## src/rtl/muldiv_pkg.sv

```systemverilog
// Shared encodings and op-class helpers for the multi-cycle M-extension unit.
// Imported by muldiv_unit and muldiv_iter_core.
package muldiv_pkg;

    localparam logic [2:0] OP_MUL    = 3'b000;
    localparam logic [2:0] OP_MULH   = 3'b001;
    localparam logic [2:0] OP_MULHSU = 3'b010;
    localparam logic [2:0] OP_MULHU  = 3'b011;
    localparam logic [2:0] OP_DIV    = 3'b100;
    localparam logic [2:0] OP_DIVU   = 3'b101;
    localparam logic [2:0] OP_REM    = 3'b110;
    localparam logic [2:0] OP_REMU   = 3'b111;

    typedef enum logic [1:0] {
        ST_IDLE,
        ST_CALC,
        ST_FIX,
        ST_DONE
    } state_e;

    function automatic logic is_div(input logic [2:0] op);
        return op[2];
    endfunction

    function automatic logic is_rem(input logic [2:0] op);
        return op[2] && op[1];
    endfunction

    function automatic logic is_signed_a(input logic [2:0] op);
        return (op == OP_MUL) || (op == OP_MULH) || (op == OP_MULHSU) ||
               (op == OP_DIV) || (op == OP_REM);
    endfunction

    function automatic logic is_signed_b(input logic [2:0] op);
        return (op == OP_MUL) || (op == OP_MULH) ||
               (op == OP_DIV) || (op == OP_REM);
    endfunction

endpackage

```

## src/rtl/muldiv_iter_core.sv

```systemverilog
// Iterative unsigned datapath: shift-add multiply or restoring radix-2 divide.
// Ports: load (a_mag, b_mag, div_mode), step (one iteration), acc (product or {rem, quo}).
module muldiv_iter_core #(
    parameter int XLEN = 32
) (
    input  logic              clk,
    input  logic              rst_n,
    input  logic              load,
    input  logic              step,
    input  logic              div_mode,
    input  logic [XLEN-1:0]   a_mag,
    input  logic [XLEN-1:0]   b_mag,
    output logic [2*XLEN-1:0] acc
);

    logic [2*XLEN-1:0] acc_q, acc_d;
    logic [XLEN-1:0]   b_q, b_d;
    logic              div_q, div_d;

    logic [XLEN:0]     mul_sum;
    logic [XLEN:0]     rem_sh;
    logic [XLEN:0]     trial;

    always_comb begin
        // Multiply: low half holds the remaining multiplier bits; the
        // partial product grows into the high half as it shifts right.
        mul_sum = {1'b0, acc_q[2*XLEN-1:XLEN]} +
                  {1'b0, b_q & {XLEN{acc_q[0]}}};
        // Divide: shift {rem, quo} left; the extra bit keeps the trial exact.
        rem_sh  = acc_q[2*XLEN-1:XLEN-1];
        trial   = rem_sh - {1'b0, b_q};

        acc_d = acc_q;
        b_d   = b_q;
        div_d = div_q;

        if (load) begin
            acc_d = {{XLEN{1'b0}}, a_mag};
            b_d   = b_mag;
            div_d = div_mode;
        end else if (step) begin
            if (div_q) begin
                if (!trial[XLEN]) begin
                    acc_d = {trial[XLEN-1:0], acc_q[XLEN-2:0], 1'b1};
                end else begin
                    acc_d = {rem_sh[XLEN-1:0], acc_q[XLEN-2:0], 1'b0};
                end
            end else begin
                acc_d = {mul_sum, acc_q[XLEN-1:1]};
            end
        end
    end

    always_ff @(posedge clk or negedge rst_n) begin
        if (!rst_n) begin
            acc_q <= '0;
            b_q   <= '0;
            div_q <= 1'b0;
        end else begin
            acc_q <= acc_d;
            b_q   <= b_d;
            div_q <= div_d;
        end
    end

    assign acc = acc_q;

endmodule

```

## src/rtl/muldiv_unit.sv

```systemverilog
// Multi-cycle RV32M/RV64M multiply/divide unit with valid/ready and flush.
// Ports: in_* request (op, rs1, rs2, tag), out_* result (result, tag), busy, flush.
module muldiv_unit
    import muldiv_pkg::*;
#(
    parameter int XLEN  = 32,
    parameter int TAG_W = 5
) (
    input  logic             clk,
    input  logic             rst_n,
    input  logic             flush,
    input  logic             in_valid,
    output logic             in_ready,
    input  logic [2:0]       in_op,
    input  logic [XLEN-1:0]  in_rs1,
    input  logic [XLEN-1:0]  in_rs2,
    input  logic [TAG_W-1:0] in_tag,
    output logic             out_valid,
    input  logic             out_ready,
    output logic [XLEN-1:0]  out_result,
    output logic [TAG_W-1:0] out_tag,
    output logic             busy
);

    localparam int              CNT_W   = $clog2(XLEN);
    localparam logic [XLEN-1:0] MIN_NEG = {1'b1, {(XLEN-1){1'b0}}};
    localparam logic [CNT_W-1:0] CNT_LAST = CNT_W'(XLEN - 1);

    state_e             state_q, state_d;
    logic [CNT_W-1:0]   cnt_q, cnt_d;
    logic [2:0]         op_q, op_d;
    logic [TAG_W-1:0]   tag_q, tag_d;
    logic [TAG_W-1:0]   otag_q, otag_d;
    logic               a_neg_q, a_neg_d;
    logic               b_neg_q, b_neg_d;
    logic [XLEN-1:0]    res_q, res_d;
    logic               vld_q, vld_d;

    logic               accept;
    logic               a_neg_in, b_neg_in;
    logic [XLEN-1:0]    a_mag, b_mag;
    logic               div_zero, ovf, special;
    logic [XLEN-1:0]    spec_res;

    logic               core_load, core_step;
    logic [2*XLEN-1:0]  acc;
    logic [2*XLEN-1:0]  prod;
    logic [XLEN-1:0]    quo, rem;
    logic [XLEN-1:0]    fix_res;

    assign in_ready   = (state_q == ST_IDLE);
    assign busy       = (state_q != ST_IDLE);
    assign out_valid  = vld_q;
    assign out_result = res_q;
    assign out_tag    = otag_q;

    assign accept = in_valid && in_ready && !flush;

    // Request-side decode: magnitudes and the 1-cycle special cases.
    always_comb begin
        a_neg_in = is_signed_a(in_op) && in_rs1[XLEN-1];
        b_neg_in = is_signed_b(in_op) && in_rs2[XLEN-1];
        a_mag    = a_neg_in ? -in_rs1 : in_rs1;
        b_mag    = b_neg_in ? -in_rs2 : in_rs2;
        div_zero = (in_rs2 == '0);
        ovf      = ((in_op == OP_DIV) || (in_op == OP_REM)) &&
                   (in_rs1 == MIN_NEG) && (in_rs2 == '1);
        special  = is_div(in_op) && (div_zero || ovf);

        spec_res = MIN_NEG;
        unique case (1'b1)
            div_zero &&  is_rem(in_op): spec_res = in_rs1;
            div_zero && !is_rem(in_op): spec_res = '1;
            !div_zero && is_rem(in_op): spec_res = '0;
            default:                    spec_res = MIN_NEG;
        endcase
    end

    assign core_load = accept && !special;
    assign core_step = (state_q == ST_CALC);

    muldiv_iter_core #(
        .XLEN(XLEN)
    ) u_core (
        .clk      (clk),
        .rst_n    (rst_n),
        .load     (core_load),
        .step     (core_step),
        .div_mode (is_div(in_op)),
        .a_mag    (a_mag),
        .b_mag    (b_mag),
        .acc      (acc)
    );

    // Sign fix-up: quotient/product follow the sign xor, remainder the dividend.
    always_comb begin
        prod = (a_neg_q ^ b_neg_q) ? -acc : acc;
        quo  = (a_neg_q ^ b_neg_q) ? -acc[XLEN-1:0] : acc[XLEN-1:0];
        rem  = a_neg_q ? -acc[2*XLEN-1:XLEN] : acc[2*XLEN-1:XLEN];

        fix_res = rem;
        unique case (1'b1)
            op_q == OP_MUL:                   fix_res = prod[XLEN-1:0];
            !is_div(op_q) && op_q != OP_MUL:  fix_res = prod[2*XLEN-1:XLEN];
            is_div(op_q) && !is_rem(op_q):    fix_res = quo;
            default:                          fix_res = rem;
        endcase
    end

    always_comb begin
        state_d = state_q;
        cnt_d   = cnt_q;
        op_d    = op_q;
        tag_d   = tag_q;
        otag_d  = otag_q;
        a_neg_d = a_neg_q;
        b_neg_d = b_neg_q;
        res_d   = res_q;
        vld_d   = vld_q;

        if (flush) begin
            state_d = ST_IDLE;
            vld_d   = 1'b0;
        end else begin
            unique case (state_q)
                ST_IDLE: begin
                    if (in_valid) begin
                        op_d    = in_op;
                        tag_d   = in_tag;
                        a_neg_d = a_neg_in;
                        b_neg_d = b_neg_in;
                        if (special) begin
                            state_d = ST_DONE;
                            vld_d   = 1'b1;
                            res_d   = spec_res;
                            otag_d  = in_tag;
                        end else begin
                            state_d = ST_CALC;
                            cnt_d   = '0;
                        end
                    end
                end
                ST_CALC: begin
                    cnt_d = cnt_q + 1'b1;
                    if (cnt_q == CNT_LAST) begin
                        state_d = ST_FIX;
                    end
                end
                ST_FIX: begin
                    state_d = ST_DONE;
                    vld_d   = 1'b1;
                    res_d   = fix_res;
                    otag_d  = tag_q;
                end
                ST_DONE: begin
                    if (out_ready) begin
                        state_d = ST_IDLE;
                        vld_d   = 1'b0;
                    end
                end
                default: begin
                    state_d = ST_IDLE;
                    vld_d   = 1'b0;
                end
            endcase
        end
    end

    always_ff @(posedge clk or negedge rst_n) begin
        if (!rst_n) begin
            state_q <= ST_IDLE;
            cnt_q   <= '0;
            op_q    <= '0;
            tag_q   <= '0;
            otag_q  <= '0;
            a_neg_q <= 1'b0;
            b_neg_q <= 1'b0;
            res_q   <= '0;
            vld_q   <= 1'b0;
        end else begin
            state_q <= state_d;
            cnt_q   <= cnt_d;
            op_q    <= op_d;
            tag_q   <= tag_d;
            otag_q  <= otag_d;
            a_neg_q <= a_neg_d;
            b_neg_q <= b_neg_d;
            res_q   <= res_d;
            vld_q   <= vld_d;
        end
    end

endmodule

```

## config.mk

```make
export PLATFORM = sky130hd
export DESIGN_NAME = muldiv_unit
export DESIGN_NICKNAME = d
export VERILOG_FILES = /design/src/rtl/muldiv_pkg.sv /design/src/rtl/muldiv_iter_core.sv /design/src/rtl/muldiv_unit.sv
export SDC_FILE = /design/constraint.sdc
export NUM_CORES = 1
export LEC_CHECK = 0
export CORE_UTILIZATION = 60
export DETAILED_ROUTE_END_ITERATION = 6
export GPL_ROUTABILITY_DRIVEN = 0
export PLACE_DENSITY = 0.82
export SYNTH_ARGS = -nofsm -noshare
export SYNTH_HDL_FRONTEND = slang
export SYNTH_SLANG_ARGS = --single-unit
```

## constraint.sdc

```tcl
create_clock -name clk -period 4.23 [get_ports clk]
set_input_delay 0.846 -clock clk [delete_from_list [all_inputs] [get_ports clk]]
set_output_delay 0.846 -clock clk [all_outputs]
set_load 0.005 [all_outputs]
```

### Word level (Yosys, flattened, before mapping)

Cells that the tools add are included.

| cells by class | value |
|---|---|
| add/sub/neg operators | 8 |
| equal/unequal tests | 17 |
| mux-type cells | 31 |
| bitwise gates (word level) | 3 |
| reduce and logical (&&, ||, !) cells | 44 |

Operators by type and width:

| cell | number |
|---|---|
| $mux W64 | 5 |
| $mux W32 | 6 |
| $pmux W32 S3 | 2 |
| $neg A32 Y32 | 4 |
| $eq A32 B32 Y1 const B | 2 |
| $neg A64 Y64 | 1 |
| $pmux W32 S2 | 1 |
| $add A32 B32 Y33 | 1 |
| $sub A33 B32 Y33 | 1 |
| $and A32 B32 Y32 | 1 |
| $logic_not A32 Y1 | 1 |
| $mux W5 | 4 |
| $pmux W5 S2 | 2 |
| $logic_and A1 B1 Y1 | 15 |
| $reduce_and A4 Y1 | 3 |
| $mux W2 | 5 |
| $logic_or A1 B1 Y1 | 8 |
| $pmux W2 S4 | 1 |
| $reduce_bool A2 Y1 | 4 |
| $eq A3 B3 Y1 const B | 2 |
| $logic_not A1 Y1 | 6 |
| $logic_not A3 Y1 | 2 |
| $ne A3 B2 Y1 const B | 2 |
| $ne A3 B3 Y1 const B | 2 |
| 16 further kinds | 22 |

| word-level totals | value |
|---|---|
| register bits | 152 |
| bits of input ports | 77 |
| output and inout port bits | 40 |
| word-level logic and storage cells | 115 |

### Depth between registers and ports, before layout

| depth | value |
|---|---|
| word-level depth | 10 |
| mapped depth | 15 |
| depth with buffers taken out | 14 |

### Hierarchy

Synthesis repeated with hierarchy kept, for this count alone.

| unflattened totals | value |
|---|---|
| cell total of the unflattened synthesis | 2055 |
| area total of the unflattened synthesis | 15590.0 um^2 |

Modules (own cells, without submodules):

| module | instances | cells each | area an instance (um^2) | sequential area each (um^2) |
|---|---|---|---|---|
| muldiv_iter_core | 1 | 1068 | 8468.1 | 2427.3 |
| muldiv_unit | 1 | 987 | 7121.8 | 1376.3 |

### Worst setup path after synthesis

OpenSTA, ideal clock, no wires.

| timing path | value |
|---|---|
| path type | register to register |
| start point | register u_core.acc_q[0], in the netlist u_core.acc[0] |
| end point | register u_core.acc_q[61], in the netlist u_core.acc[61] |
| setup time | 78 ps |
| arrival | 3333 ps |
| data required time | 4152 ps |
| setup slack | 819 ps |
| cell stages (with the launch flop) | 15 |
| buffers on the path | 1 |
| clock period less this slack | 3411 ps |
| cell sequence | dfrtp_1 -> inv_1 -> clkbuf_1 -> nor2_1 -> ha_1 -> a21o_1 -> or3b_2 -> o31ai_2 -> o31ai_1 -> a221oi_2 -> o31ai_1 -> a31oi_1 -> xnor2_1 -> o221ai_1 -> a21oi_1 |

| on the way | value |
|---|---|
| word-level cells in the longest chain between the ends | 5 |

Ends and longest elaborated chain:

| element | RTL line | text |
|---|---|---|
| start: declaration | muldiv_iter_core.sv:16 | `logic [2*XLEN-1:0] acc_q, acc_d;` |
| start signal: assignment | muldiv_iter_core.sv:56 | `acc_q <= '0;` |
| start signal: assignment | muldiv_iter_core.sv:60 | `acc_q <= acc_d;` |
| $and A32 B32 Y32 | muldiv_iter_core.sv:28 | `{1'b0, b_q & {XLEN{acc_q[0]}}};` |
| $add A32 B32 Y33 | muldiv_iter_core.sv:27 | `mul_sum = {1'b0, acc_q[2*XLEN-1:XLEN]} +` |
| $mux W64 | muldiv_iter_core.sv:42 | `if (div_q) begin` |
| $mux W64 | muldiv_iter_core.sv:41 | `end else if (step) begin` |
| $mux W64 | muldiv_iter_core.sv:37 | `if (load) begin` |

No other way between the ends. The select of a mux whose other input is x is not followed.
A chain may end at the register's enable or synchronous reset.

### Worst setup path in the final report

| timing path | value |
|---|---|
| start point | register u_core.acc_q[32], in the netlist u_core.acc[32] |
| end point | register u_core.acc_q[40], in the netlist u_core.acc[40] |

| on the way | value |
|---|---|
| word-level cells in the longest chain between the ends | 5 |
| elaborated cells on any way between the ends | 6 |
| those cells by class | add/sub: 2; mux: 4 |

Ends and longest elaborated chain:

| element | RTL line | text |
|---|---|---|
| $sub A33 B32 Y33 | muldiv_iter_core.sv:31 | `trial = rem_sh - {1'b0, b_q};` |
| $mux W64 | muldiv_iter_core.sv:43 | `if (!trial[XLEN]) begin` |
| $mux W64 (*) | muldiv_iter_core.sv:42 |  |
| $mux W64 (*) | muldiv_iter_core.sv:41 |  |
| $mux W64 (*) | muldiv_iter_core.sv:37 |  |

Mark *: on every way between the ends. The rest lies on a longest branch, timed or not. The select of a mux whose other input is x is not followed.

==> results.md <==
| Metric | Value |
| --- | --- |
| Port Buffers | 116 |
| Area occupied by multi-input gates | 10400 um^2 |
| Via count | 15794 |
| Post-synthesis instance area | 15000 um^2 |
| N_diodes | 0 |
| Net count of the finished layout | 2189 |
| Remaining number of nets flagged by the antenna check after routing | 0 |
| Sum of net half-perimeters after detailed placement | 36400 um |
| Global-route wire length before repair | 78300 um |
| Launch point of the worst reg-to-reg path | u_core.acc[32] |
| Top library cells by usage in the layout, fill and taps aside | 230 x nand2_1, 174 x nor2_1, 172 x o21ai_0 |
| Total routed wirelength | 48400 um |
| Synthesized instance count | 1953 |
| Initial detailed-routing violation count | 2129 |
| Slew headroom | 0.233 |
| Die area | 25600 um^2 |
| Static leakage | 7.31 nW |
| Overflow left after global routing | 0 |
| Sequential area share after synthesis | 0.254 |
| Initial standard-cell utilization of the core | 0.615 |
| Number of nets in the synthesized netlist | 2107 |
| Data required time at the worst endpoint | 4.55 ns |
| Critical Path Sink Type | flop |
| Worst reg2reg path endpoint | u_core.acc[40] |
| Finish-stage setup viols | 0 |
| Latest clock arrival within the worst-skew pair | 0.44 ns |
| Max cap viols | 0 |
| CP bufs+invs | 2 |
| Proportion of netlist area held by the largest area contributor | 0.254 |
| Worst endpoint data arrival time | 4.29 ns |
| Critical path class | flop to flop |
| Synthesized flop and latch total | 152 |
| Number of synthesized flops with an enable pin | 0 |
| Proportion of power drawn by the clock network | 0.094 |
| Tightest Pin Transition | 1.15 ns |
| Launching element type of the critical path | flop |
| Hold Path Class | input pin to asynchronous set/reset pin |
| Outcome | finished with violations |
| Pin count of the biggest net entering global routing | 96 |
| Slowest Stage Delay on Critical Path | 0.53 ns |
| Worst R2R Setup Slack | 0.26 ns |
| Portion of total power attributed to sequential cells | 0.198 |
| Max Root-Sink Buffers | 2 |
| Die H | 160 um |
| Maximum achievable frequency | 0.252 GHz |
| Smallest hold slack | 0.467 ns |
| Fraction of final layout cells with drive strength greater than 1 | 0.0820 |
| Area growth from synthesis to final layout | 15.5% |
| Clock transition time at the flip-flop clock pins of the worst setup and hold paths | 0.07 ns |
| Shortest period the worst path allows | 3.97 ns |
| H-Tree Level Count | 4 |
| Ports | 117 |
| Area of all sequential standard cells | 3810 um^2 |
| # clock sinks | 152 |
| Final cell count without fillers | 2372 |
| Global-route usage over all layers | 0.382 |
| Unrepaired setup endpoints after global routing | false |
| Post-cts repair resize count | 0 |
| Instance count after placement with tap cells included | 2340 |
| Library cell used as clock root buffer | clkbuf_16 |
| Switching power share of the total | 0.516 |
| CTS tree | yes |
| Power, Total | 0.0157 W |
| Cells traversed along the worst timing path | inv_1 > fa_1 > nand2b_1 > a21oi_1 > a22oi_1 > o31ai_1 > o2111a_1 > nor2_1 > o211ai_4 > buf_12 > mux2_2 > a211oi_1 > nor2_1 |
| Postcts setup bufs | 0 |
| Worst path slowest cell | o31ai_1 |
| Largest area contributor in the netlist | dfrtp_1 |
| Total power per unit cell area | 905 nW/um^2 |
| Core area | 24400 um^2 |
| Routed wire per std cell | 20.4 um |
| Post-route fraction of the period consumed by the critical path | 0.938 |
| CP most frequent cell | nor2_1 |
| Count of filler cells inserted in the layout | 1993 |
| Number of iterations in the first detailed-routing pass | 7 |
| Unique masters post-synth | 84 |
| Worst setup skew after layout | 0.0139 ns |
| Most common cell after layout, fill and taps aside | nand2_1 |
| Number of standard-cell rows in the floorplan | 57 |
| R2R depth | 13 |
| Remaining DRCs | 28 |
| Number of antenna violations at the first check in global routing | 1 |
| Die width | 160 um |
| Crit Path Max Fanout | 37 |
| Mean cell area of the mapped netlist | 7.68 um^2 |
| Yosys synthesis warning count | 0 |
| Number of buffers created by CTS | 17 |
| Number of hold buffers added after cts | 0 |
| Via count normalized by instance count | 6.66 |
| Top cells by area, synth | dfrtp_1 25%, ha_1 6.3%, xnor2_1 5.8%, nand2_1 5.8%, o21ai_0 5.7% |
| Async set or reset register ratio after synthesis | 1.00 |
| Aggregate negative setup slack | 0 ns |
| Sw Pwr | 0.00808 W |
| Portion of total power attributed to combinational logic | 0.708 |
| Family with the most delay on the worst path | compound AO/OA/AOI/OAI gates |
| Maximum vdd ir drop | 0.390 mV |
| Number of global-route vias before repair | 14756 |
| Number of max-slew violations in the final report | 0 |
| Cell Int Power | 0.00759 W |
| Failing checks | DRC |
| Post-synth top flop | dfrtp_1 |
| Hold Violations, Final | 0 |
-- metrics by stage --
step            util  setup slack, ns  cell area (um^2)
6_report       0.710            0.263             17300
3_3_place_gp   0.687            0.189             16800
3_5_place_dp   0.687           0.0608             16800
4_1_cts        0.710            0.373             17300
2_1_floorplan      -            0.819             15000
5_1_grt        0.710            0.145             17300
-- worst max-delay path by stage --
stage	depth (start not counted)	slack [ns]	start	endpoint
after floorplan	14	0.82	u_core.acc[0]	u_core.acc[61]
after global placement	13	0.19	in_rs2[0]	cnt_q[0]
after detailed placement	13	0.06	in_rs2[0]	cnt_q[0]
after CTS	13	0.37	u_core.acc[32]	u_core.acc[40]
after global routing	13	0.14	u_core.acc[32]	u_core.acc[40]
final	13	0.26	u_core.acc[32]	u_core.acc[40]
-- synthesized netlist by cell type (all sizes together) (19+ instances only) --
master  instances
mux2i          58
nand2         230
buf            25
nor4           22
xor2           86
nand2b         21
o221ai         20
o211ai         54
ha             75
xnor2          99
o31ai          26
dfrtp         152
a21oi         140
nand3          26
a21o           30
or3            24
inv            71
nand4          19
a31oi          30
nor3           35
o21ai         206
clkbuf        108
nor2          175
-- registers in the layout (all words and copies together), names as in the netlist --
register,cells
u_core.div_q,1
out_tag,5
op_q,3
a_neg_q,1
out_valid,1
u_core.b_q,32
tag_q,5
b_neg_q,1
u_core.acc,64
cnt_q,5
out_result,32
state_q,2
-- worst reg2reg max path, cell delays in order (launching register included) --
cell	delay, ns
dfrtp_1	0.52
inv_1	0.15
fa_1	0.46
nand2b_1	0.16
a21oi_1	0.25
a22oi_1	0.19
o31ai_1	0.53
o2111a_1	0.30
nor2_1	0.11
o211ai_4	0.21
buf_12	0.24
mux2_2	0.41
a211oi_1	0.24
nor2_1	0.07
-- power groups by stage --
stage	Combinational, W	Clock, W	Sequential, W
detailed placement	0.0107	0	0.00308
global placement	0.0104	0	0.00304
floorplan	0.00796	0	0.00265
finish	0.0111	0.00148	0.00310
CTS	0.0108	0.00148	0.00306
global route	0.0120	0.00154	0.00318
-- cells by family (layout without fill, tap and decap cells) --
group,Yosys count,after routing,synth area share
compound gates,633,633,0.268
xor+xnor,185,185,0.108
fa+ha+maj,77,77,0.0652
buf+inv,204,299,0.0551
flops,152,152,0.254
mux,70,70,0.0477
simple gates,632,632,0.202
-- final cells by class --
type	instances	area share
clock buffer	17	0.0246
clock inverter	15	0.00773
inverter	71	0.0154
multi-input combinational	1597	0.602
sequential	152	0.220
tap	324	0.0234
timing repair buffer	196	0.108
-- layer usage --
layer | up-vias | GRT usage | wire length (um)
met5 | - | 0 | 0
met4 | 0 | 0.176 | 2450
met3 | 196 | 0.0725 | 4980
met2 | 1013 | 0.614 | 21700
met1 | 7317 | 0.498 | 19200
li1 | 7268 | - | -
(Power assumes the default switching activity.)
